==> src/rtl/mem_arbiter_pkg.sv <==
// mem_arbiter_pkg: shared types and constants for the SDRAM driver arbiter.
//   arb_state_t          - transaction FSM state (idle / issue / wait)
//   REQ_VGA/DATA/FETCH   - fixed requester index roles
package mem_arbiter_pkg;

    typedef enum logic [1:0] {
        ARB_IDLE  = 2'd0,
        ARB_ISSUE = 2'd1,
        ARB_WAIT  = 2'd2
    } arb_state_t;

    localparam int REQ_VGA   = 0;
    localparam int REQ_DATA  = 1;
    localparam int REQ_FETCH = 2;

endpackage

==> src/rtl/arb_select.sv <==
// arb_select: combinational winner selection for mem_arbiter.
//   req_valid   - per-requester request flags
//   vga_streak  - consecutive VGA grants (saturating)
//   rr_last     - index of the CPU port granted last (1 or 2)
//   grant       - one-hot winner, all zero when nothing is requesting
//   grant_valid - a winner exists
module arb_select
    import mem_arbiter_pkg::*;
#(
    parameter int N_REQ         = 3,
    parameter int VGA_BURST_MAX = 4,
    parameter int STREAK_W      = 3
) (
    input  logic [N_REQ-1:0]    req_valid,
    input  logic [STREAK_W-1:0] vga_streak,
    input  logic [1:0]          rr_last,
    output logic [N_REQ-1:0]    grant,
    output logic                grant_valid
);

    logic cpu_any;
    logic vga_blocked;

    // NOTE: every output of a combinational block gets a default first;
    // a path that leaves one unassigned would infer a latch.
    always_comb begin
        grant       = '0;
        cpu_any     = req_valid[REQ_DATA] | req_valid[REQ_FETCH];
        // VGA yields only when its streak is exhausted and the CPU is waiting.
        vga_blocked = (vga_streak == STREAK_W'(VGA_BURST_MAX)) && cpu_any;

        if (req_valid[REQ_VGA] && !vga_blocked) begin
            grant[REQ_VGA] = 1'b1;
        end else if (req_valid[REQ_DATA] && req_valid[REQ_FETCH]) begin
            // Tie between CPU ports: the one not served last goes next.
            if (rr_last == 2'(REQ_FETCH)) grant[REQ_DATA]  = 1'b1;
            else                          grant[REQ_FETCH] = 1'b1;
        end else if (req_valid[REQ_DATA]) begin
            grant[REQ_DATA] = 1'b1;
        end else if (req_valid[REQ_FETCH]) begin
            grant[REQ_FETCH] = 1'b1;
        end

        grant_valid = |grant;
    end

endmodule

==> src/rtl/mem_arbiter.sv <==
// mem_arbiter: serialises VGA, CPU data and CPU fetch requests onto one
// SDRAM driver, one transaction at a time.
//   req_valid/req_wr/req_addr/req_wdata - packed requester command ports
//   req_ready  - one-hot acceptance strobe (combinational, IDLE only)
//   rsp_valid  - one-hot completion pulse, rsp_data holds read data
//   drv_req/drv_wr/drv_addr/drv_wdata   - command to driver
//   drv_busy/drv_done/drv_rdata         - driver handshake and read data
//   grant_id   - index of current/last owner (debug)
module mem_arbiter
    import mem_arbiter_pkg::*;
#(
    parameter int ADDR_WIDTH    = 16,
    parameter int DATA_WIDTH    = 16,
    parameter int N_REQ         = 3,
    parameter int VGA_BURST_MAX = 4
) (
    input  logic                        clk,
    input  logic                        rst_n,
    input  logic [N_REQ-1:0]            req_valid,
    input  logic [N_REQ-1:0]            req_wr,
    input  logic [N_REQ*ADDR_WIDTH-1:0] req_addr,
    input  logic [N_REQ*DATA_WIDTH-1:0] req_wdata,
    output logic [N_REQ-1:0]            req_ready,
    output logic [N_REQ-1:0]            rsp_valid,
    output logic [DATA_WIDTH-1:0]       rsp_data,
    output logic                        drv_req,
    output logic                        drv_wr,
    output logic [ADDR_WIDTH-1:0]       drv_addr,
    output logic [DATA_WIDTH-1:0]       drv_wdata,
    input  logic                        drv_busy,
    input  logic                        drv_done,
    input  logic [DATA_WIDTH-1:0]       drv_rdata,
    output logic [1:0]                  grant_id
);

    localparam int STREAK_W = $clog2(VGA_BURST_MAX + 1);

    arb_state_t          state;
    logic [N_REQ-1:0]    owner;
    logic [STREAK_W-1:0] vga_streak;
    logic [1:0]          rr_last;
    logic [N_REQ-1:0]    grant;
    logic                grant_valid;
    logic [1:0]          win_id;

    arb_select #(
        .N_REQ         (N_REQ),
        .VGA_BURST_MAX (VGA_BURST_MAX),
        .STREAK_W      (STREAK_W)
    ) u_select (
        .req_valid   (req_valid),
        .vga_streak  (vga_streak),
        .rr_last     (rr_last),
        .grant       (grant),
        .grant_valid (grant_valid)
    );

    always_comb begin
        win_id = '0;
        for (int i = 0; i < N_REQ; i++) begin
            if (grant[i]) win_id = 2'(i);
        end
    end

    // Acceptance and the driver strobe must land in the same cycle as the
    // state/busy condition, so they are decoded rather than registered.
    assign req_ready = (state == ARB_IDLE) ? grant : '0;
    assign drv_req   = (state == ARB_ISSUE) && !drv_busy;

    // NOTE: sequential state uses non-blocking assignments only, so every
    // register sees the pre-edge value of every other register.
    always_ff @(posedge clk or negedge rst_n) begin
        if (!rst_n) begin
            state      <= ARB_IDLE;
            owner      <= '0;
            drv_wr     <= 1'b0;
            drv_addr   <= '0;
            drv_wdata  <= '0;
            grant_id   <= '0;
            vga_streak <= '0;
            rr_last    <= 2'(REQ_FETCH);
            rsp_valid  <= '0;
            rsp_data   <= '0;
        end else begin
            rsp_valid <= '0;
            unique case (state)
                ARB_IDLE: begin
                    if (grant_valid) begin
                        drv_wr    <= req_wr[win_id];
                        drv_addr  <= req_addr[int'(win_id)*ADDR_WIDTH +: ADDR_WIDTH];
                        drv_wdata <= req_wdata[int'(win_id)*DATA_WIDTH +: DATA_WIDTH];
                        owner     <= grant;
                        grant_id  <= win_id;
                        if (grant[REQ_VGA]) begin
                            if (vga_streak != STREAK_W'(VGA_BURST_MAX))
                                vga_streak <= vga_streak + STREAK_W'(1);
                        end else begin
                            vga_streak <= '0;
                            rr_last    <= win_id;
                        end
                        state <= ARB_ISSUE;
                    end
                end
                ARB_ISSUE: begin
                    if (!drv_busy) state <= ARB_WAIT;
                end
                ARB_WAIT: begin
                    if (drv_done) begin
                        rsp_valid <= owner;
                        rsp_data  <= drv_rdata;
                        state     <= ARB_IDLE;
                    end
                end
                default: state <= ARB_IDLE;
            endcase
        end
    end

endmodule

==> config.mk <==
export PLATFORM = sky130hd
export DESIGN_NAME = mem_arbiter
export DESIGN_NICKNAME = d
export VERILOG_FILES = /design/src/rtl/mem_arbiter_pkg.sv /design/src/rtl/arb_select.sv /design/src/rtl/mem_arbiter.sv
export SDC_FILE = /design/constraint.sdc
export NUM_CORES = 1
export LEC_CHECK = 0
export ABC_AREA = 1
export BUFFER_PORTS_ARGS = -buffer_cell sky130_fd_sc_hd__buf_4
export CORE_MARGIN = 8
export CORE_UTILIZATION = 47
export CTS_CLUSTER_SIZE = 10
export DETAILED_ROUTE_END_ITERATION = 6
export GPL_TIMING_DRIVEN = 0
export PLACE_DENSITY = 0.83
export SETUP_SLACK_MARGIN = 0.15
export SLEW_MARGIN = 15
export SYNTH_ARGS = -nofsm -noshare
export SYNTH_HDL_FRONTEND = slang
export SYNTH_SLANG_ARGS = --single-unit
==> constraint.sdc <==
create_clock -name clk -period 2.25 [get_ports clk]
set_clock_uncertainty 0.05 [all_clocks]
set_input_delay 0.45 -clock clk [delete_from_list [all_inputs] [get_ports clk]]
set_output_delay 0.45 -clock clk [all_outputs]
set_load 0.005 [all_outputs]
==> flow_summary.json, run 1 <==
{
  "status": "complete, no violations",
  "clkSinkCount": 63,
  "utilization_pct": 72.3,
  "syn_area_per_cell_um2": 7.23,
  "grt_pass1_vias": 4055,
  "ant_nets": 0,
  "seqCellArea_um2": 1580,
  "io_pins": 180,
  "end_kind": "output pin",
  "drive_above_1_share_pct": 38.9,
  "initial_core_util_pct": 47.9,
  "p_leak_uw": 0.00333,
  "layout_common_cells": "buf_4, nand2_1, nand3_1",
  "cts_tree": "yes",
  "hold_viol": 0,
  "clock_latency_ns": 0.34,
  "synth_cell_type_count": 20,
  "r2r-end": "drv_addr[0]",
  "die_width_um": 104,
  "fmax_mhz": 469,
  "track_usage_pct": 22.1,
  "syn_inst": 507,
  "ir_drop_mv": 0.519,
  "powerDensity_nw_per_um2": 1130,
  "setup.worst_path.class": "flop to output pin",
  "cp_max_fo": 4,
  "fin_nets": 838,
  "fin_crit_sh_pct": 94.8,
  "grt-ovfl-total": 0,
  "rsz0062_at_grt": "true",
  "worstPathArrival_ns": 1.63,
  "slew_headroom_pct": 46.7,
  "fillers": 624,
  "wire_per_inst_um": 14.8,
  "grt_pass1_wl_um": 19700,
  "drt-initial-drc-count": 161,
  "firstDrtPassIters": 4,
  "grt_max_degree": 64,
  "drv_slew": 0,
  "hold_class": "input pin to async pin",
  "worst_slew_pin_slew_ns": 0.800,
  "finalCriticalPeriod_ns": 2.13,
  "total_power_uw": 6240,
  "rr_worst_depth": 14,
  "tns_ns": 0,
  "yosys_warnings": 0,
  "dieArea_um2": 10900,
  "yosys.area.top_type": "dfrtp_1",
  "yosysSeqAreaShare_pct": 43.0,
  "cts.clk_slew.worst_paths_ns": 0.08,
  "netlist_top_cells_area": "dfrtp_1, nand2_1, nand3_1",
  "synth.cell_area_um2": 3670,
  "rows": 32,
  "design_area_um2": 5530,
  "place_area_um2": 5140,
  "ys_ff_latch": 63,
  "reg2reg_from": "vga_streak[0]",
  "fp.dieH_um": 104,
  "multi_input_area_um2": 1630,
  "routed_wl_um": 12100,
  "setup_viol": 0,
  "place_hpwl_um": 9060,
  "cts-htree-levels": 3,
  "final_common_cell": "buf_4",
  "vias": 3925,
  "cts-buffers-inserted": 9,
  "portBuffers": 179,
  "antenna_cells": 0,
  "yosys.area.top_type_share_pct": 42.3,
  "clock_path_buffers": 2,
  "route.detailed.drc": 0,
  "via_per_inst": 4.78,
  "drv_cap": 0,
  "design.core.area_um2": 7650,
  "gp_congestion": 0.801,
  "grt_antenna_before_repair": 0,
  "startpoint_type": "flop",
  "syn_nets": 631,
  "postCtsHoldBufs": 0,
  "cts-root-buf": "clkbuf_8",
  "syn_to_final_growth_pct": 50.9,
  "crit_required_ns": 1.75,
  "ff2ff_setup_slack_ns": 0.22
}
## routing by layer
metal | global-route usage [%] | up-vias | part of all wire (%)
met5 | 0 | - | 0
met4 | 9.00 | 0 | 2.1
met3 | 6.63 | 17 | 7.5
met2 | 35.7 | 156 | 47
met1 | 26.9 | 1788 | 44
li1 | - | 1964 | -
## cells in the mapped netlist
cell / instances
mux2_2: 8
nor2_2: 1
dfstp_2: 1
ha_1: 2
o22ai_1: 1
buf_4: 6
nand3b_1: 1
inv_2: 3
buf_6: 5
nand2_2: 6
buf_2: 15
clkbuf_1: 2
inv_1: 79
nand3_1: 102
nand2_4: 2
nand2_1: 187
dfrtp_1: 62
mux2_4: 8
nor2_1: 9
o21ai_0: 7
## area by class of cell
cell class	instances	share of cell area (%)
multi-input combinational	334	29.5
sequential	63	28.5
timing repair buffer	196	26.7
inverter	82	5.57
buffer	28	3.62
clock buffer	10	2.49
tap	102	2.31
clock inverter	6	1.27
## how the worst max path moves through the flow
stage,from,to
after floorplan,vga_streak[0],req_ready[2]
after global placement,vga_streak[0],req_ready[1]
after detailed placement,vga_streak[0],req_ready[1]
after CTS,vga_streak[1],req_ready[2]
after global routing,vga_streak[0],req_ready[2]
final,vga_streak[0],req_ready[2]
## worst max-delay path, cell delays in order (launching register included)
cell	delay, ns
dfrtp_1	0.40
inv_2	0.09
ha_4	0.13
nand2_2	0.04
inv_2	0.07
nand2_2	0.06
nand2_4	0.09
buf_6	0.12
nand2_4	0.05
inv_2	0.07
nand2_2	0.05
inv_2	0.05
buf_6	0.08
## repair_timing
action,in CTS,in global routing
endpoints found under the setup margin,3,3
setup buffers,11,6
gates resized for setup,17,7
pin swaps,2,3
## sequential cells by signal, indices dropped and copies added, names as in the netlist
register    count
rr_last         2
drv_wr          1
owner           2
rsp_valid       3
vga_streak      3
grant_id        2
drv_wdata      16
rsp_data       16
state           2
drv_addr       16
## power breakdown
group / switching (µW) / leakage [µW] / internal, µW
Sequential: 309 / 0.000776 / 1680
Combinational: 1610 / 0.00246 / 1630
Clock: 467 / 0.0000947 / 545
Total: 2390 / 0.00333 / 3860
## stage by stage
step           worst slack (ns)  std cells  hold WS, ns
2_1_floorplan             0.496        507        0.104
3_3_place_gp              0.203        788        0.415
3_5_place_dp              0.162        788        0.416
4_1_cts                   0.102        815        0.168
5_1_grt                  0.0433        821        0.200
6_report                  0.117        821        0.137
## kinds of logic after synthesis
group / Yosys count / share of synthesized area (%)
buf+inv: 110 / 13.4
compound gates: 8 / 1.13
simple gates: 308 / 36.0
mux: 16 / 5.73
flops: 63 / 43.0
fa+ha+maj: 2 / 0.682
No activity file was read; power rests on OpenSTA's default activity.
==> inputs of run 2 (changes only) <==
--- a/config.mk
+++ b/config.mk
@@ -8,13 +8,14 @@
 export ABC_AREA = 1
 export BUFFER_PORTS_ARGS = -buffer_cell sky130_fd_sc_hd__buf_4
 export CORE_MARGIN = 8
-export CORE_UTILIZATION = 47
+export CORE_UTILIZATION = 45
 export CTS_CLUSTER_SIZE = 10
 export DETAILED_ROUTE_END_ITERATION = 6
 export GPL_TIMING_DRIVEN = 0
-export PLACE_DENSITY = 0.83
+export PLACE_DENSITY = 0.81
 export SETUP_SLACK_MARGIN = 0.15
 export SLEW_MARGIN = 15
 export SYNTH_ARGS = -nofsm -noshare
 export SYNTH_HDL_FRONTEND = slang
+export SYNTH_HIERARCHICAL = 1
 export SYNTH_SLANG_ARGS = --single-unit
==> run 2 against run 1 <==
Compared with the run above:
- maximum frequency increased by 2.9%
- clock power increased by 11%
- count of clock-buffer cells in the layout increased by 2
- sequential power about the same
- power decreased by 7.1%
- combinational power decreased by 16%
- die area decreased by 3.2%
- final cell count decreased by 7.6%
- core utilization decreased by 0.090 points
- synthesized cell count decreased by 10%
- flip-flop and latch count unchanged
- synthesized area decreased by 7.9%
==> flow_summary.json, run 2 <==
{
  "status": "complete, no violations",
  "setup_viol": 0,
  "final_common_cell": "nand2_1",
  "clock_latency_ns": 0.34,
  "gp_congestion": 0.848,
  "p_seq_share_pct": 34.0,
  "finalCriticalPeriod_ns": 2.07,
  "ant_nets": 0,
  "antenna_cells": 0,
  "clock_power_share_pct": 19.3,
  "grt_antenna_before_repair": 0,
  "yosysMostFrequentCell": "nand2_1",
  "worstPathArrival_ns": 1.57,
  "drt-initial-drc-count": 85,
  "slowest_delay_ns": 0.54,
  "clkSinkCount": 63,
  "async_reset_ff_share_pct": 100,
  "startpoint_type": "flop",
  "end_kind": "output pin",
  "hold_class": "input pin to async pin",
  "yosysSeqAreaShare_pct": 46.7,
  "synth_cell_type_count": 22,
  "worst_slack_ns": 0.178,
  "fin_crit_sh_pct": 92.1,
  "synth.cell_area_um2": 3380,
  "place_hpwl_um": 9010,
  "die_width_um": 103,
  "cts-root-buf": "clkbuf_8",
  "fp.dieH_um": 103,
  "synth_commonest_cells": "nand2_1, nand3_1, dfrtp_1",
  "io_pins": 180,
  "slew_headroom_pct": 49.1,
  "track_usage_pct": 21.8,
  "design.core.area_um2": 7250,
  "setup.worst_path.class": "flop to output pin",
  "hold_slack_ns": 0.129,
  "yosys.area.top_type_share_pct": 46.0,
  "vias": 3667,
  "postCtsHoldBufs": 0,
  "swShare_pct": 36.6,
  "hold_viol": 0,
  "fin_nets": 780,
  "ys_ff_latch": 63,
  "cp_cell_sequence": "nand2_2 -> a21oi_2 -> nand2_2 -> inv_2 -> buf_6 -> clkinv_8 -> nor2_4 -> buf_6",
  "reg.largest.list": "drv_addr: 16 flops, drv_wdata: 16 flops, rsp_data: 16 flops",
  "preCtsSetupSlack_ns": -0.0338,
  "syn_inst": 455,
  "cts.clk_slew.worst_paths_ns": 0.07,
  "grt_pass1_wl_um": 17700,
  "cp_max_fo": 8,
  "fmax_mhz": 483,
  "cts-htree-levels": 3,
  "netlist_top_cells_area": "dfrtp_1, nand2_1, nand3_1",
  "syn_to_final_growth_pct": 55.2,
  "critPathBufInv": 4,
  "crit_required_ns": 1.75,
  "pwr-share-comb_pct": 46.7,
  "rsz0062_at_grt": "true",
  "dieArea_um2": 10500,
  "portBuffers": 179,
  "ir_drop_mv": 0.510,
  "worst_slew_pin_slew_ns": 0.764,
  "routed_wl_um": 11600,
  "route.detailed.drc": 0,
  "firstDrtPassIters": 5,
  "synthFlopType": "dfrtp_1",
  "drv_cap": 0,
  "syn_area_per_cell_um2": 7.42,
  "wire_per_inst_um": 15.2,
  "cp_slowest_cell": "dfstp_2",
  "yosys.area.top_type": "dfrtp_1",
  "crit_family": "flip-flops",
  "cts_tree": "yes",
  "grt_max_degree": 64,
  "grt_pass1_vias": 3807,
  "p_switching_uw": 2130,
  "cts-buffers-inserted": 9,
  "powerDensity_nw_per_um2": 1110,
  "via_per_inst": 4.83,
  "p_int_uw": 3680,
  "syn_nets": 579,
  "utilization_pct": 72.2,
  "drive_above_1_share_pct": 37.9,
  "clock_path_buffers": 2,
  "yosys_warnings": 6,
  "layout_common_cells": "nand2_1, buf_4, nand3_1",
  "rows": 31,
  "grt-ovfl-total": 0,
  "synth_edf_count": 0,
  "p_leak_uw": 0.00289,
  "initial_core_util_pct": 46.5,
  "drv_slew": 0
}
-- run 2: what timing repair did --
item | in CTS | in global routing
pin swaps | 3 | 8
buffers inserted | 7 | 6
resized for setup | 9 | 13
hold endpoints to repair | 0 | 0
endpoints found under the setup margin | 2 | 3
-- run 2: power groups by stage --
stage / logic, µW / registers (µW) / clock network (µW)
5_1_grt: 3040 / 2030 / 1190
3_5_place_dp: 2610 / 1980 / 0
3_3_place_gp: 2550 / 1960 / 0
2_1_floorplan: 1270 / 1980 / 0
6_report: 2710 / 1970 / 1120
4_1_cts: 2690 / 1970 / 1140
-- run 2: kinds of logic after synthesis --
family | after synthesis | synth area share [%]
flops | 63 | 46.7
buf+inv | 44 | 6.89
fa+ha+maj | 2 | 0.741
simple gates | 340 | 44.7
compound gates | 6 | 0.927
-- run 2: through the flow --
stage | power, µW | area, µm² | instances | setup TNS, ns
after CTS | 5800 | 5150 | 753 | 0
after global placement | 4510 | 4840 | 733 | 0
after detailed placement | 4590 | 4840 | 733 | -0.0338
after global routing | 6270 | 5240 | 759 | 0
after floorplan | 3250 | 3380 | 455 | 0
final | 5800 | 5240 | 759 | 0
-- run 2: metal layers --
metal	vias to the layer above	GRT usage, %	part of all wire, %
met1	1662	23.7	40
met2	158	36.2	47
met3	17	9.39	11
li1	1830	-	-
met5	-	0	0
met4	0	9.82	1.7
-- run 2: cell type report --
cell class                 instances  area (µm²)
fill                             577        2010
multi-input combinational        348        1610
sequential                        63        1580
timing repair buffer             192        1450
buffer                            24         169
clock buffer                      12         165
tap                               99         124
inverter                          18        82.6
clock inverter                     3        65.1
-- run 2: worst paths after layout --
| check | start | end | slack, ns | depth (start not counted) |
|---|---|---|---|---|
| max | rr_last[1] | req_ready[1] | 0.18 | 8 |
| min | rst_n | rsp_data[8] | 0.13 | 1 |
| max reg2reg | rr_last[1] | drv_wdata[8] | 0.33 | 10 |
| min reg2reg | drv_addr[14] | drv_addr[14] | 0.43 | 2 |
| max in group asynchronous | rst_n | drv_wdata[4] | 1.51 | 1 |
| min in group clk | drv_busy | state[1] | 0.28 | 2 |
-- run 2: worst reg2reg max path, cell delays in order, from the launching register on --
cell	delay, ns
dfstp_2	0.54
buf_4	0.11
nand3_2	0.07
nand2_2	0.09
a21oi_4	0.05
inv_2	0.08
buf_4	0.13
clkbuf_1	0.39
nand3_1	0.15
nand3_1	0.10
nand2_1	0.05
==> inputs of run 3 (changes only) <==
--- a/config.mk
+++ b/config.mk
@@ -12,7 +12,7 @@
 export CTS_CLUSTER_SIZE = 10
 export DETAILED_ROUTE_END_ITERATION = 6
 export GPL_TIMING_DRIVEN = 0
-export PLACE_DENSITY = 0.81
+export PLACE_DENSITY = 0.84
 export SETUP_SLACK_MARGIN = 0.15
 export SLEW_MARGIN = 15
 export SYNTH_ARGS = -nofsm -noshare
==> run 3 against run 2 <==
Compared with the run above:
- critical path depth decreased by 1
- worst setup slack better by 0.040 ns
- global-route usage down 0.36 points
- combinational power barely moved
- register-to-register slack better by 0.03 ns
- power fell by 2.5%
- sequential power hardly changed
- maximum frequency up 2.0%
- cell area is 0.74% lower
- clock power shrank 12%
- worst hold slack improved by 0.015 ns
- critical path type unchanged
- largest cell class unchanged
==> flow_summary.json, run 3 (synthesis gave the netlist of run 2 again) <==
{
  "status": "complete, no violations",
  "reg.largest.list": "drv_addr: 16 flops, drv_wdata: 16 flops, rsp_data: 16 flops",
  "hold_class": "input pin to async pin",
  "postCtsHoldBufs": 0,
  "drv_cap": 0,
  "startpoint_type": "flop",
  "critPathBufInv": 3,
  "crit_required_ns": 1.75,
  "finalCriticalPeriod_ns": 2.03,
  "crit_family": "flip-flops",
  "design_area_um2": 5200,
  "cts_tree": "yes",
  "io_pins": 180,
  "fin_crit_sh_pct": 90.3,
  "slew_headroom_pct": 48.4,
  "total_power_uw": 5650,
  "cp_slowest_cell": "dfrtp_1",
  "vias": 3676,
  "clock_path_buffers": 2,
  "dpl.cell_count": 733,
  "fp.dieH_um": 103,
  "route.detailed.drc": 0,
  "syn_to_final_growth_pct": 54.0,
  "portBuffers": 179,
  "setup.worst_path.class": "flop to output pin",
  "hold_slack_ns": 0.144,
  "initial_core_util_pct": 46.5,
  "fin_cells": 760,
  "via_per_inst": 4.84,
  "p_leak_uw": 0.00287,
  "fin_nets": 780,
  "drive_above_1_share_pct": 37.2,
  "powerDensity_nw_per_um2": 1090,
  "drv_slew": 0,
  "rsz0062_at_grt": "true",
  "place_hpwl_um": 9000,
  "track_usage_pct": 21.4,
  "ir_drop_mv": 0.477,
  "fmax_mhz": 492,
  "end_kind": "output pin",
  "grt_max_degree": 64,
  "layout_common_cells": "nand2_1, buf_4, nand3_1",
  "cts-buffers-inserted": 9,
  "slowest_delay_ns": 0.40,
  "grt_pass1_wl_um": 17500,
  "tns_ns": 0,
  "setup_viol": 0,
  "cts-htree-levels": 3,
  "rows": 31,
  "worstPathArrival_ns": 1.53,
  "cts.clk_slew.worst_paths_ns": 0.07,
  "cp_cell_sequence": "nor2_2 -> nand3_2 -> a21oi_4 -> inv_2 -> buf_12 -> nor2_4 -> buf_4",
  "dieArea_um2": 10500,
  "worst_slew_pin_slew_ns": 0.775,
  "grt_pass1_vias": 3676,
  "grt-ovfl-total": 0,
  "hold_viol": 0,
  "drt-initial-drc-count": 121,
  "clock_latency_ns": 0.33,
  "clkSinkCount": 63,
  "cp_max_fo": 3,
  "design.core.area_um2": 7250,
  "die_width_um": 103,
  "final_common_cell": "nand2_1",
  "firstDrtPassIters": 5,
  "place_area_um2": 4840,
  "antenna_cells": 0,
  "wire_per_inst_um": 15.0,
  "grt_antenna_before_repair": 0,
  "cts-root-buf": "clkbuf_8",
  "ant_nets": 0,
  "gp_congestion": 0.873,
  "routed_wl_um": 11400
}
## run 3: routing by layer
layer,routed length [µm],track usage (%),vias to the layer above
met5,0,0,-
met4,167,7.22,0
met3,1390,9.72,14
met2,5480,35.8,159
met1,4350,23.7,1677
li1,-,-,1826
## run 3: power by group
part | switching (µW) | internal [µW]
registers | 311 | 1660
logic | 1390 | 1310
clock network | 415 | 572
## run 3: worst reg2reg max path: stages (launching register included)
cell	delay [ns]
dfstp_2	0.55
nand2_2	0.05
a21oi_2	0.12
nand2_1	0.06
inv_2	0.05
buf_6	0.11
clkinv_8	0.06
buf_4	0.13
buf_4	0.12
buf_4	0.16
nand2_1	0.07
nand3_1	0.07
nand3_1	0.11
nand2_1	0.06
## run 3: what timing repair did
item / CTS / global route
buffers inserted: 5 / 8
gates resized for setup: 9 / 10
pin swaps: 3 / 6
setup endpoints to repair: 2 / 2
## run 3: through the flow
| step | worst slack (ns) | utilization, % |
|---|---|---|
| 2_1_floorplan | 0.399 | - |
| 3_3_place_gp | 0.0314 | 66.8 |
| 3_5_place_dp | -0.0275 | 66.8 |
| 4_1_cts | 0.123 | 70.4 |
| 5_1_grt | 0.143 | 71.7 |
| 6_report | 0.217 | 71.7 |
## run 3: cell type report
type / instances / area, µm²
Fill cell: 588 / 2050
Multi-Input combinational cell: 348 / 1600
Sequential cell: 63 / 1580
Timing Repair Buffer: 192 / 1450
Buffer: 24 / 169
Clock buffer: 13 / 159
Tap cell: 99 / 124
Inverter: 18 / 82.6
Clock inverter: 3 / 42.5
## run 3: final timing paths
path                                     from            end  slack (ns)  cells past startpoint
worst min register to register    rsp_data[9]    rsp_data[9]        0.43                      2
max in group asynchronous               rst_n    drv_addr[9]        1.49                      1
worst min-delay path                    rst_n   rsp_data[12]        0.14                      1
worst max register to register     rr_last[1]  drv_wdata[11]        0.36                     13
worst max-delay path            vga_streak[1]   req_ready[2]        0.22                      7
min in group clk                     drv_busy       state[1]        0.30                      2
